$ cat config.mk
export PLATFORM = sky130hd
export DESIGN_NAME = uart_tx
export DESIGN_NICKNAME = d
export VERILOG_FILES = /design/src/rtl/uart_pkg.sv /design/src/rtl/uart_baud_tick.sv /design/src/rtl/uart_tx.sv
export SDC_FILE = /design/constraint.sdc
export NUM_CORES = 1
export LEC_CHECK = 0
export BUFFER_PORTS_ARGS = -buffer_cell sky130_fd_sc_hd__buf_2
export CAP_MARGIN = 10
export CORE_MARGIN = 2
export CORE_UTILIZATION = 40
export CTS_CLUSTER_DIAMETER = 60
export CTS_CLUSTER_SIZE = 24
export DETAILED_ROUTE_END_ITERATION = 8
export PLACE_DENSITY = 0.65
export SKIP_CTS_REPAIR_TIMING = 1
export SLEW_MARGIN = 20
export SYNTH_ARGS = -nofsm -noshare
export SYNTH_HDL_FRONTEND = slang
export SYNTH_SLANG_ARGS = --single-unit
$ cat constraint.sdc
create_clock -name clock -period 2 [get_ports clock]
set_input_delay 0.4 -clock clock [delete_from_list [all_inputs] [get_ports clock]]
set_output_delay 0.4 -clock clock [all_outputs]
set_load 0.005 [all_outputs]
$ cat src/rtl/uart_pkg.sv
// Shared UART definitions: FSM state encodings (common with uart_rx) and
// bit-timing / parity helpers.
package uart_pkg;

    typedef enum logic [2:0] {
        ST_IDLE   = 3'd0,
        ST_START  = 3'd1,
        ST_DATA   = 3'd2,
        ST_STOP   = 3'd3,
        ST_PARITY = 3'd4
    } uart_state_e;

    function automatic int clks_per_bit(input int freq, input int baud);
        return freq / baud;
    endfunction

    function automatic logic even_parity(input logic [7:0] data);
        return ^data;
    endfunction

endpackage

$ cat src/rtl/uart_baud_tick.sv
// Bit-period timer: registered one-cycle tick during the last clock of each
// bit period; clear holds the counter at zero.
module uart_baud_tick #(
    parameter int CLKS_PER_BIT = 868
) (
    input  logic clock,
    input  logic reset,
    input  logic clear,
    output logic tick
);

    localparam logic [15:0] LAST = 16'(CLKS_PER_BIT - 1);

    logic [15:0] cnt_q;
    logic [15:0] cnt_d;
    logic        tick_q;
    logic        tick_d;

    // Next count: wrap at the end of each bit period.
    always_comb begin
        cnt_d = cnt_q;
        if (clear) begin
            cnt_d = 16'd0;
        end else if (cnt_q == LAST) begin
            cnt_d = 16'd0;
        end else begin
            cnt_d = cnt_q + 16'd1;
        end
        tick_d = !clear && (cnt_d == LAST);
    end

    // Counter and tick registers.
    always_ff @(posedge clock or posedge reset) begin
        if (reset) begin
            cnt_q  <= 16'd0;
            tick_q <= 1'b0;
        end else begin
            cnt_q  <= cnt_d;
            tick_q <= tick_d;
        end
    end

    assign tick = tick_q;

endmodule

$ cat src/rtl/uart_tx.sv
// UART transmitter, 8N1; define UART_TX_PARITY_EN for an extra even-parity bit.
// One byte per valid/ready handshake, all outputs registered.
module uart_tx
    import uart_pkg::*;
#(
    parameter int baud     = 115200,
    parameter int CLK_FREQ = 100_000_000
) (
    input  logic       clock,
    input  logic       reset,
    input  logic       i_data_valid,
    input  logic [7:0] i_data_byte,
    output logic       o_ready,
    output logic       o_tx,
    output logic       o_busy,
    output logic       o_done
);

    localparam int CLKS_PER_BIT = clks_per_bit(CLK_FREQ, baud);

    if (CLKS_PER_BIT < 2 || CLKS_PER_BIT > 65535) begin : g_bad_cpb
        $fatal(1, "uart_tx: CLKS_PER_BIT out of range 2..65535");
    end

    uart_state_e state_q, state_d;
    logic [2:0]  bit_idx_q, bit_idx_d;
    logic [7:0]  shift_q, shift_d;
    logic        tx_q, tx_d;
    logic        ready_q, ready_d;
    logic        busy_q, busy_d;
    logic        done_q, done_d;
    logic        accept_s;
    logic        clear_s;
    logic        tick_s;

    assign accept_s = i_data_valid && ready_q;
    assign clear_s  = (state_q == ST_IDLE);

    uart_baud_tick #(
        .CLKS_PER_BIT(CLKS_PER_BIT)
    ) u_baud_tick (
        .clock(clock),
        .reset(reset),
        .clear(clear_s),
        .tick (tick_s)
    );

    // Next state, then outputs decoded from the next state so they register in step.
    always_comb begin
        state_d   = state_q;
        bit_idx_d = bit_idx_q;
        shift_d   = shift_q;
        done_d    = 1'b0;
        case (state_q)
            ST_IDLE: begin
                if (accept_s) begin
                    shift_d   = i_data_byte;
                    bit_idx_d = 3'd0;
                    state_d   = ST_START;
                end else begin
                    state_d = ST_IDLE;
                end
            end
            ST_START: begin
                if (tick_s) begin
                    state_d = ST_DATA;
                end else begin
                    state_d = ST_START;
                end
            end
            ST_DATA: begin
                if (tick_s) begin
                    if (bit_idx_q == 3'd7) begin
                        bit_idx_d = 3'd0;
`ifdef UART_TX_PARITY_EN
                        state_d = ST_PARITY;
`else
                        state_d = ST_STOP;
`endif
                    end else begin
                        bit_idx_d = bit_idx_q + 3'd1;
                    end
                end else begin
                    state_d = ST_DATA;
                end
            end
`ifdef UART_TX_PARITY_EN
            ST_PARITY: begin
                if (tick_s) begin
                    state_d = ST_STOP;
                end else begin
                    state_d = ST_PARITY;
                end
            end
`endif
            ST_STOP: begin
                if (tick_s) begin
                    state_d = ST_IDLE;
                    done_d  = 1'b1;
                end else begin
                    state_d = ST_STOP;
                end
            end
            default: begin
                state_d = ST_IDLE;
            end
        endcase

        case (state_d)
            ST_IDLE:   tx_d = 1'b1;
            ST_START:  tx_d = 1'b0;
            ST_DATA:   tx_d = shift_d[bit_idx_d];
`ifdef UART_TX_PARITY_EN
            ST_PARITY: tx_d = even_parity(shift_d);
`endif
            ST_STOP:   tx_d = 1'b1;
            default:   tx_d = 1'b1;
        endcase
        ready_d = (state_d == ST_IDLE);
        busy_d  = (state_d != ST_IDLE);
    end

    // State and registered outputs; reset abandons any frame with the line high.
    always_ff @(posedge clock or posedge reset) begin
        if (reset) begin
            state_q   <= ST_IDLE;
            bit_idx_q <= 3'd0;
            shift_q   <= 8'd0;
            tx_q      <= 1'b1;
            ready_q   <= 1'b1;
            busy_q    <= 1'b0;
            done_q    <= 1'b0;
        end else begin
            state_q   <= state_d;
            bit_idx_q <= bit_idx_d;
            shift_q   <= shift_d;
            tx_q      <= tx_d;
            ready_q   <= ready_d;
            busy_q    <= busy_d;
            done_q    <= done_d;
        end
    end

    assign o_tx    = tx_q;
    assign o_ready = ready_q;
    assign o_busy  = busy_q;
    assign o_done  = done_q;

endmodule

Word level (Yosys, flattened, before mapping)
Cells that the tools add are included.
{ "totals": {"out_inout_bits": 4, "elab_cells": 45, "in_bits": 11, "ff_bits": 35} }
{ "classes": {"n_eq_ne": 8, "n_addsub": 2, "mux": 19, "n_lt_le_gt_ge": 1, "n_reduce_logical": 6} }
{ "op_table": {"columns": ["op", "count"], "rows": [
  ["$eq A16 B10 Y1 const B", 2],
  ["$mux W16", 2],
  ["$add A16 B1 Y16 const B", 1],
  ["$mux W8", 2],
  ["$mux W3", 5],
  ["$pmux W3 S4", 1],
  ["$eq A3 B2 Y1 const B", 3],
  ["$eq A3 B1 Y1 const B", 2],
  ["$logic_not A3 Y1", 2],
  ["$pmux W3 S2", 1],
  ["$lt A3 B4 Y1 const B", 1],
  ["$mux W1", 4],
  ["$mux W2", 2],
  ["$add A3 B1 Y3 const B", 1],
  ["$bmux W1 S3", 1],
  ["$eq A3 B3 Y1 const B", 1],
  ["$reduce_bool A3 Y1", 1],
  ["$logic_and A1 B1 Y1", 2],
  ["$pmux W1 S2", 1],
  ["$logic_not A1 Y1", 1]
]} }

Depth between registers and ports, before layout
Gate-level depths: netlist of the first run.
{ "logic_depth": {"depth_word": 7, "depth_mapped": 8} }

By module
Synthesis of the first run repeated with hierarchy kept, for this count alone.
{ "unflattened": {"hier_cells": 169, "area_unflattened_um2": 1838.0} }
{ "by_module_without_submodules": {"columns": ["module", "cells_each", "seq_area_each_um2", "area_each_um2", "n_inst"], "rows": [
  ["uart_baud_tick", 95, 425.4, 923.4, 1],
  ["uart_tx", 74, 452.9, 914.6, 1]
]} }

Worst setup path before layout of the first run
Ideal clock, no wire load.
{ "synth_path": {"kind": "reg2reg", "from": "register u_baud_tick.cnt_q[0]", "to": "register u_baud_tick.tick_q, in the netlist u_baud_tick.tick", "arrival_time_ps": 1821, "required_ps": 1904, "path_stages_with_launch": 9, "setup_ps": 96, "setup_slack_ps": 84, "n_path_buf": 1, "path_cell_list": "dfrtp_1 ha_1 and4_1 buf_4 nand4_2 xor2_1 nor4_2 nand4bb_1 nor4_2"} }
{ "synth_between": {"elab_chain_len": 5, "elab_cells_between_ends": 6, "cone_classes": "add/sub: 1; eq/ne: 2; mux: 2; reduce/logical: 1"} }
{ "synth_lines": {"columns": ["item", "line_no", "text"], "rows": [
  ["from (decl)", "uart_baud_tick.sv:14", "logic [15:0] cnt_q;"],
  ["from (signal assigned)", "uart_baud_tick.sv:38", "cnt_q <= cnt_d;"],
  ["$add A16 B1 Y16 / $eq A16 B10 Y1 (equally long branches)", "uart_baud_tick.sv:27, uart_baud_tick.sv:24", null],
  ["$mux W16 *", "uart_baud_tick.sv:24", "end else if (cnt_q == LAST) begin"],
  ["$mux W16 *", "uart_baud_tick.sv:22", "if (clear) begin"],
  ["$eq A16 B10 Y1 *", "uart_baud_tick.sv:29", "tick_d = !clear && (cnt_d == LAST);"],
  ["$logic_and A1 B1 Y1 *", "uart_baud_tick.sv:29", null],
  ["via u_baud_tick.tick_d", "uart_baud_tick.sv:17", "logic tick_d;"],
  ["to (signal assigned)", "uart_baud_tick.sv:39", "tick_q <= tick_d;"],
  ["to (decl)", "uart_baud_tick.sv:16", "logic tick_q;"]
]} }
The timed path passes the listed nets; every way through them passes the cells marked *.

Final worst setup path of the first run
{ "layout_path": {"from": "register bit_idx_q[0]", "to": "register tx_q, in the netlist o_tx"} }
{ "layout_between": {"elab_chain_len": 7, "elab_cells_between_ends": 14, "cone_classes": "add/sub: 1; eq/ne: 3; mux: 10"} }
{ "layout_lines": {"columns": ["item", "line_no", "text"], "rows": [
  ["from (decl)", "uart_tx.sv:26", "logic [2:0] bit_idx_q, bit_idx_d;"],
  ["from (signal assigned)", "uart_tx.sv:135", "bit_idx_q <= bit_idx_d;"],
  ["$add A3 B1 Y3 / $eq A3 B3 Y1 (equally long branches)", "uart_tx.sv:81, uart_tx.sv:73", null],
  ["$mux W3", "uart_tx.sv:73", "if (bit_idx_q == 3'd7) begin"],
  ["$mux W3", "uart_tx.sv:72", "if (tick_s) begin"],
  ["$pmux W3 S2", "uart_tx.sv:54", "case (state_q)"],
  ["$bmux W1 S3", "uart_tx.sv:112", "ST_DATA: tx_d = shift_d[bit_idx_d];"],
  ["$mux W1 (implied by the code)", "uart_tx.sv:112", null],
  ["$pmux W1 S2 *", "uart_tx.sv:109", "case (state_d)"],
  ["via tx_d", "uart_tx.sv:28", "logic tx_q, tx_d;"],
  ["to (signal assigned)", "uart_tx.sv:137", "tx_q <= tx_d;"],
  ["to (decl)", "uart_tx.sv:28", null]
]} }
The timed path passes the listed nets; every way through them passes the cells marked *. The select of a mux whose other input is x is not followed.

==> results of run 1 <==
cell usage in the layout, fill, tap and decap left out, types with 3 or more instances in the layout:
cell type | netlist | routed
dfrtp_1 | 33 | 32
nor2_1 | 28 | 28
buf_4 | 2 | 16
buf_2 | 2 | 14
nand2_1 | 12 | 12
mux2_2 | 9 | 9
xor2_1 | 8 | 8
mux2i_1 | 7 | 7
nand3_1 | 6 | 6
inv_1 | 6 | 6
clkbuf_8 | 0 | 6
a21oi_1 | 5 | 5
xnor2_1 | 5 | 5
a31oi_1 | 4 | 4
o21ai_0 | 4 | 4
nor3_1 | 3 | 3
and4_4 | 2 | 3
ha_1 | 3 | 3
layout make-up:
cell class              count  area, µm²
clock buffers               7       86.3
clock inverters             1       5.00
fillers                   412       2200
inverters                   6       22.5
multi-input cells         131        913
flip-flops and latches     35        880
well taps                  52       65.1
repair buffers             31        210
logic make-up after synthesis:
| logic type | synth area share (%) |
|---|---|
| xor gates and xnor gates | 6.19 |
| DFF | 47.7 |
| other | 0.204 |
| muxes | 9.31 |
| adders and majority gates | 2.04 |
| buffers and inverters | 2.79 |
| AOI/OAI and AO/OA | 6.66 |
| and+or+nand+nor | 25.1 |
worst max-delay path, delay by kind of cell, from the launching register on:
family	cells	cell delay, ns
compound gates	1	0.11
mux	2	0.62
simple gates	3	0.28
fa+ha+maj	2	0.34
flops	1	0.44
path summary, 6_finish.rpt:
check / start / endpoint / slack, ns / depth (start not counted)
setup / recovery: bit_idx_q[0] / o_tx / 0.14 / 8
hold / removal: reset / bit_idx_q[0] / 0.20 / 3
setup reg to reg: bit_idx_q[0] / o_tx / 0.14 / 8
hold reg to reg: u_baud_tick.cnt_q[0] / u_baud_tick.cnt_q[0] / 0.50 / 1
max in group asynchronous: reset / o_ready / 1.46 / 3
min in group clock: i_data_byte[6] / shift_q[6] / 0.35 / 2
state kept, by name (all words and copies together), names as in the netlist:
register / flops
bit_idx_q: 3
o_busy: 1
o_done: 1
o_ready: 1
o_tx: 1
shift_q: 8
state_q: 3
u_baud_tick.cnt_q: 16
u_baud_tick.tick: 1
per-layer routing:
layer	up-vias	GRT usage (%)
met3	7	3.38
li1	696	-
met2	19	22.9
met5	-	0
met4	0	5.66
met1	655	20.1
power by group:
| group | leakage [nW] | switching (mW) | total [mW] | internal (mW) |
|---|---|---|---|---|
| Combinational | 0.481 | 0.138 | 0.302 | 0.164 |
| Clock | 0.0482 | 0.248 | 0.526 | 0.278 |
| Sequential | 0.455 | 0.0629 | 0.863 | 0.800 |
| Total | 0.984 | 0.449 | 1.69 | 1.24 |
==> impl_metrics.json, run 1 <==
{
  "synthCells": 177,
  "crit_path_start_kind": "flop",
  "min_period_ns": 1.86,
  "syn_area_per_cell_um2": 10.4,
  "synth_nets": 191,
  "clockBufferDepth": 2,
  "timing.final.crit_share_pct": 92.8,
  "grt_max_degree": 36,
  "hold_ws_ns": 0.202,
  "drv_cap": 0,
  "dp_hpwl_um": 2510,
  "crit_chain": "ha_1 > ha_1 > nor2_1 > mux2i_1 > mux2_2 > o32ai_1 > nand2_1 > and4_1",
  "synthArstFlopShare_pct": 100,
  "max_freq_mhz": 539,
  "clkSlewWorstSetupHoldPaths_ns": 0.07,
  "yosysTopAreaCell": "dfrtp_1",
  "htreeDepth": 2,
  "hold_violations": 0,
  "die_area_mm2": 0.00516,
  "syn_area_mm2": 0.00184,
  "postRouteAntennaNets": 0,
  "p_per_area_mw_per_mm2": 775,
  "cts_tree": "built",
  "clock-sinks": 35,
  "status": "completed",
  "synth_edf_count": 0,
  "cp_max_fo": 6,
  "hp-class": "in2async",
  "place_congestion": 0.810,
  "fin_util_pct": 49.8,
  "m1WireLength_um": 1690,
  "dp_worst_setup_slack_ns": 0.00338,
  "slew_violations": 0,
  "setup_viol": 0,
  "yosysSeqAreaShare_pct": 47.7,
  "netlist-cell-type-count": 45,
  "drcViolationCount": 0,
  "tns_ns": 0,
  "ys_warn_count": 0,
  "ys_ff_latch": 35,
  "synth_top_cell_area_share_pct": 44.9,
  "globalRouteOverflowTotal": 0,
  "io_buffers": 14,
  "num_rows": 24,
  "vias_per_cell": 5.24,
  "core_mm2": 0.00438,
  "boundaryPins": 15,
  "finalWorstSetupSlack_ns": 0.144,
  "routed_wl_um": 3440,
  "yosysMostFrequentCell": "dfrtp_1",
  "area_growth_pct": 18.6,
  "crit_path_end_kind": "flop",
  "placedCellCount": 255,
  "cp_slowest_cell": "dfrtp_1",
  "finalPower_mw": 1.69,
  "arrival_ns": 2.07,
  "synth_top_flop_cell": "dfrtp_1",
  "leakagePower_nw": 0.984,
  "wl_per_cell_um": 13.1,
  "antenna_found_initial": 0,
  "placed_area_mm2": 0.00209,
  "vias": 1377,
  "finClkSkew_ns": 0.00408,
  "grt_usage_pct": 14.8,
  "drive_gt1_share_pct": 30.3,
  "criticalPathCategory": "reg2reg",
  "stdcell_area_mm2": 0.00218,
  "drt_iter0_drc": 51,
  "start_util_pct": 42.0,
  "rsz0062_at_grt": "false",
  "wl_met3_um": 100,
  "die_y_um": 71.8,
  "firstDrtPassIters": 4,
  "cts_buffers": 5,
  "diodes": 0,
  "cpMostUsedCell": "ha_1",
  "worstSkewPairLatency_ns": 0.28,
  "instances_no_fill": 263,
  "cp.required_ns": 2.22,
  "die_w_um": 71.8,
  "cpPeakStageDelay_ns": 0.44,
  "ir_drop_v": 0.000388,
  "highest_layer": "met4",
  "cts_root_buffer": "clkbuf_8",
  "fin_nets": 224,
  "wl_met2_um": 1590,
  "synth.area.top_cells": "dfrtp_1, nor2_1, mux2_2",
  "grt_pass1_vias": 1321,
  "synthTopCellsByCount": "dfrtp_1, nor2_1, nand2_1, mux2_2, xor2_1",
  "grt_pass1_wl_um": 5960
}
No activity file was read; power rests on OpenSTA's default activity.
==> run 2, diff against run 1 <==
--- a/config.mk
+++ b/config.mk
@@ -14,2 +14,3 @@
 export DETAILED_ROUTE_END_ITERATION = 8
+export MAX_ROUTING_LAYER = met4
 export PLACE_DENSITY = 0.65
==> constraint.sdc (replaced) <==
create_clock -name clock -period 2 [get_ports clock]
set_input_delay 0.1 -clock clock [delete_from_list [all_inputs] [get_ports clock]]
set_output_delay 0.1 -clock clock [all_outputs]
set_load 0.005 [all_outputs]
==> run 2 against run 1 <==
  * Clock skew is 0.0015 ns higher
  * Die area stayed put
  * Non-clock buffer count is 1 higher
  * Sequential power hardly changed
  * Total power is 0.21% higher
  * Combinational power hardly changed
  * Final cell count is 0.38% higher
  * Core utilization is 0.23 points higher
  * Critical path type unchanged
==> impl_metrics.json, run 2 (synthesized netlist as in run 1, its figures left out) <==
{
  "seqPwrFrac_pct": 50.9,
  "fin_nets": 225,
  "postRouteAntennaNets": 0,
  "grt_max_degree": 36,
  "placedCellCount": 255,
  "wl_per_cell_um": 13.1,
  "drive_gt1_share_pct": 30.2,
  "cp_max_fo": 6,
  "comb_power_share_pct": 17.9,
  "die_area_mm2": 0.00516,
  "io_buffers": 14,
  "grt_util_met3_pct": 3.38,
  "min_period_ns": 1.86,
  "grt.met1_usage_pct": 20.1,
  "boundaryPins": 15,
  "hp-class": "in2reg",
  "dp_hpwl_um": 2510,
  "place_congestion": 0.822,
  "status": "completed",
  "ir_drop_v": 0.000388,
  "timing.final.crit_share_pct": 92.9,
  "clockBufferDepth": 2,
  "num_rows": 24,
  "cts_root_buffer": "clkbuf_8",
  "criticalPathCategory": "reg2reg",
  "p_per_area_mw_per_mm2": 773,
  "drv_cap": 0,
  "largest_register_ffs": 16,
  "area_growth_pct": 19.1,
  "grt-busiest-layer": "met2",
  "slew_violations": 0,
  "layout_common_cells": "dfrtp_1, nor2_1, buf_4",
  "reg_top3": "u_baud_tick.cnt_q (16), shift_q (8)",
  "p_clk_share_pct": 31.1,
  "met2_usage_pct": 22.9,
  "worstSkewPairLatency_ns": 0.29,
  "routed_wl_um": 3460,
  "grt_usage_pct": 15.2,
  "core_mm2": 0.00438,
  "clkSlewWorstSetupHoldPaths_ns": 0.07,
  "instances_no_fill": 264,
  "layout_commonest_cell": "dfrtp_1",
  "crit_path_end_kind": "flop",
  "arrival_ns": 2.08,
  "cts_tree": "built",
  "grt_pass1_vias": 1322,
  "die_w_um": 71.8,
  "nFillCells": 411,
  "antenna_found_initial": 0,
  "clock-sinks": 35,
  "rsz0062_at_grt": "false",
  "drt_iter0_drc": 68,
  "firstDrtPassIters": 4,
  "vias_per_cell": 5.22,
  "power.internal_mw": 1.24,
  "grt_pass1_wl_um": 5950,
  "htreeDepth": 2,
  "fin_util_pct": 50.0,
  "setup_viol": 0,
  "cts_buffers": 5,
  "drcViolationCount": 0,
  "crit_path_start_kind": "flop",
  "die_y_um": 71.8,
  "leakagePower_nw": 0.988,
  "cp.required_ns": 2.22,
  "hold_violations": 0,
  "p_switching_uw": 451,
  "globalRouteOverflowTotal": 0,
  "diodes": 0,
  "vias": 1377,
  "reg2reg_slack_ns": 0.14,
  "switching_share_pct": 26.6,
  "max_freq_mhz": 538,
  "finClkSkew_ns": 0.00557,
  "regMostFlops": "u_baud_tick.cnt_q",
  "start_util_pct": 42.0
}
[run 2: cell types whose count changed in the layout (fill, tap and decap cells not counted), sizes merged]
cell,change
dlygate4sd3,+1
[run 2: metrics by stage]
stage               cell area (µm²)  worst slack (ns)  total power, mW  hold WS, ns  setup TNS (ns)
floorplan                      1840            0.0837             1.07        0.252               0
finish                         2190             0.142             1.69       0.0436               0
global placement               2090             0.140             1.17        0.225               0
CTS                            2180          -0.00563             1.71      -0.0863        -0.00563
detailed placement             2090           0.00338             1.18        0.228               0
global route                   2190            0.0154             1.80       0.0365               0
[run 2: area by class of cell]
type	count	area, µm²	share of cell area [%]
clock buffer	7	86.3	3.94
clock inverter	1	5.00	0.228
inverter	6	22.5	1.03
multi-input combinational	131	913	41.7
sequential	35	880	40.1
tap	52	65.1	2.97
timing repair buffer	32	220	10.0
[run 2: final timing paths]
check,startpoint,end,cells past startpoint
worst max-delay path,bit_idx_q[0],o_tx,8
worst min-delay path,i_data_byte[6],shift_q[6],2
worst max register to register,bit_idx_q[0],o_tx,8
worst min register to register,u_baud_tick.cnt_q[0],u_baud_tick.cnt_q[0],1
max in group asynchronous,reset,o_ready,4
min in group asynchronous,reset,bit_idx_q[0],4
[run 2: worst max-delay path, cell delays in order, from the launching register on]
cell	delay [ns]
dfrtp_1	0.44
ha_1	0.18
ha_1	0.16
nor2_1	0.05
mux2i_1	0.25
mux2_2	0.38
o32ai_1	0.11
nand2_1	0.07
and4_1	0.16
[run 2: layer usage]
layer / share of wire, % / routed length, µm
met2: 46 / 1610
met5: 0 / 0
met1: 49 / 1690
met4: 1.9 / 64
met3: 2.9 / 101
[run 2: power by group through the flow]
stage | Clock, mW | Combinational (mW) | Sequential [mW]
global route | 0.579 | 0.337 | 0.880
finish | 0.528 | 0.304 | 0.863
global placement | 0 | 0.299 | 0.871
CTS | 0.548 | 0.303 | 0.863
floorplan | 0 | 0.212 | 0.860
detailed placement | 0 | 0.301 | 0.875
==> run 3, diff against run 2 <==
- PLACE_DENSITY: 0.65 -> 0.63
- clock period: 2 -> 1.88 ns (I/O delays scaled with it)
==> run 3 against run 2 <==
  * Global-route usage rose by 2.0 points
  * First-iteration DRC count rose by 94%
  * Wire length rose by 14%
  * Total power rose by 25%
  * Final cell count rose by 3.0%
  * Register-to-register slack got worse by 0.11 ns
  * Critical path type unchanged
  * Clock-buffer cell count fell by 2
  * Hold slack got worse by 0.0073 ns
  * Largest cell class unchanged
  * Die area did not move
  * Clock power rose by 54%
  * Clock skew fell by 0.0012 ns
  * Flip-flop and latch count did not move
  * Largest power group unchanged
==> impl_metrics.json, run 3 (synthesized netlist as in run 1, its figures left out) <==
{
  "regMostFlops": "u_baud_tick.cnt_q",
  "start_util_pct": 42.0,
  "worstSkewPairLatency_ns": 0.29,
  "timing.final.crit_share_pct": 98.3,
  "layout_commonest_cell": "dfrtp_1",
  "routed_wl_um": 3940,
  "arrival_ns": 2.04,
  "clockBufferDepth": 2,
  "io_buffers": 14,
  "crit_path_end_kind": "flop",
  "clock-sinks": 35,
  "hp-class": "in2reg",
  "drive_gt1_share_pct": 39.1,
  "crit_path_start_kind": "flop",
  "layout_common_cells": "dfrtp_1, nor2_1, buf_4",
  "finClkSkew_ns": 0.00441,
  "cp_slowest_cell": "or4b_4",
  "die_area_mm2": 0.00516,
  "reg_top3": "u_baud_tick.cnt_q (16), shift_q (8)",
  "slew_violations": 0,
  "htreeDepth": 2,
  "cp.required_ns": 2.08,
  "grt_max_degree": 36,
  "grt_usage_pct": 17.3,
  "place_congestion": 0.896,
  "grt_pass1_wl_um": 6610,
  "drcViolationCount": 0,
  "dp_hpwl_um": 2760,
  "stdcell_area_mm2": 0.00239,
  "cts_tree": "built",
  "wl_per_cell_um": 14.5,
  "globalRouteOverflowTotal": 0,
  "criticalPathCategory": "reg2reg",
  "core_mm2": 0.00438,
  "grt_pass1_vias": 1429,
  "finalPower_mw": 2.11,
  "reg2reg_slack_ns": 0.03,
  "setup_viol": 0,
  "max_freq_mhz": 541,
  "leakagePower_nw": 1.04,
  "cts_root_buffer": "clkbuf_8",
  "worst-path-buf-inv": 0,
  "diodes": 0,
  "antenna_found_initial": 0,
  "cpPeakStageDelay_ns": 0.52,
  "ir_drop_v": 0.000678,
  "cp_max_fo": 4,
  "p_per_area_mw_per_mm2": 885,
  "rsz0062_at_grt": "true",
  "fin_util_pct": 54.4,
  "die_w_um": 71.8,
  "hold_violations": 0,
  "path_delay_family": "simple AND/OR/NAND/NOR gates",
  "status": "completed",
  "placedCellCount": 259,
  "vias_per_cell": 5.25,
  "drt_iter0_drc": 132,
  "tns_ns": 0,
  "drv_cap": 0,
  "placed_area_mm2": 0.00213,
  "instances_no_fill": 272,
  "fin_nets": 233,
  "area_growth_pct": 29.6,
  "min_period_ns": 1.85,
  "largest_register_ffs": 16,
  "boundaryPins": 15,
  "num_rows": 24,
  "crit_chain": "and4_4 > nand4_4 > or4b_4 > a31oi_4 > a311oi_1 > nor4_2",
  "cts_buffers": 5,
  "postRouteAntennaNets": 0,
  "clkSlewWorstSetupHoldPaths_ns": 0.08,
  "firstDrtPassIters": 4,
  "vias": 1427,
  "die_y_um": 71.8
}
## run 3: where the power goes
part | total [mW] | internal (mW) | switching, mW
sequential | 0.929 | 0.853 | 0.0763
clock | 0.814 | 0.529 | 0.285
combinational | 0.369 | 0.198 | 0.170
total | 2.11 | 1.58 | 0.532
## run 3: layout make-up
type | count | area, µm²
fillers | 393 | 2000
multi-input cells | 131 | 1000
flip-flops and latches | 35 | 881
repair buffers | 40 | 280
clock buffers | 5 | 68.8
clock inverters | 3 | 67.6
well taps | 52 | 65.1
inverters | 6 | 22.5
## run 3: worst reg2reg max path: cells and delay by family, from the launching register on
kind,cells,cell delay [ns]
AOI/OAI and AO/OA,2,0.22
and+or+nand+nor,4,1.13
DFF,1,0.41
## run 3: metal layers
layer	share of wire (%)	vias to the layer above	track usage (%)
met5	0	-	-
met4	1.2	0	5.45
met3	3.7	7	4.22
met2	48	26	27.4
met1	47	681	21.8
li1	-	713	-
## run 3: through the flow
stage / worst slack, ns / hold WS (ns)
after floorplan: 0.0122 / 0.246
after global placement: 0.0619 / 0.204
after detailed placement: -0.0599 / 0.208
after CTS: -0.0883 / -0.108
after global routing: -0.0395 / 0.0226
final: 0.0320 / 0.0363
## run 3: worst paths after layout
check,startpoint,endpoint,cells past startpoint
hold reg to reg,state_q[2],state_q[1],1
hold / removal,i_data_byte[5],shift_q[5],2
min in group asynchronous,reset,u_baud_tick.cnt_q[7],4
setup reg to reg,u_baud_tick.cnt_q[0],u_baud_tick.tick,6
setup / recovery,u_baud_tick.cnt_q[0],u_baud_tick.tick,6
max in group asynchronous,reset,o_tx,4
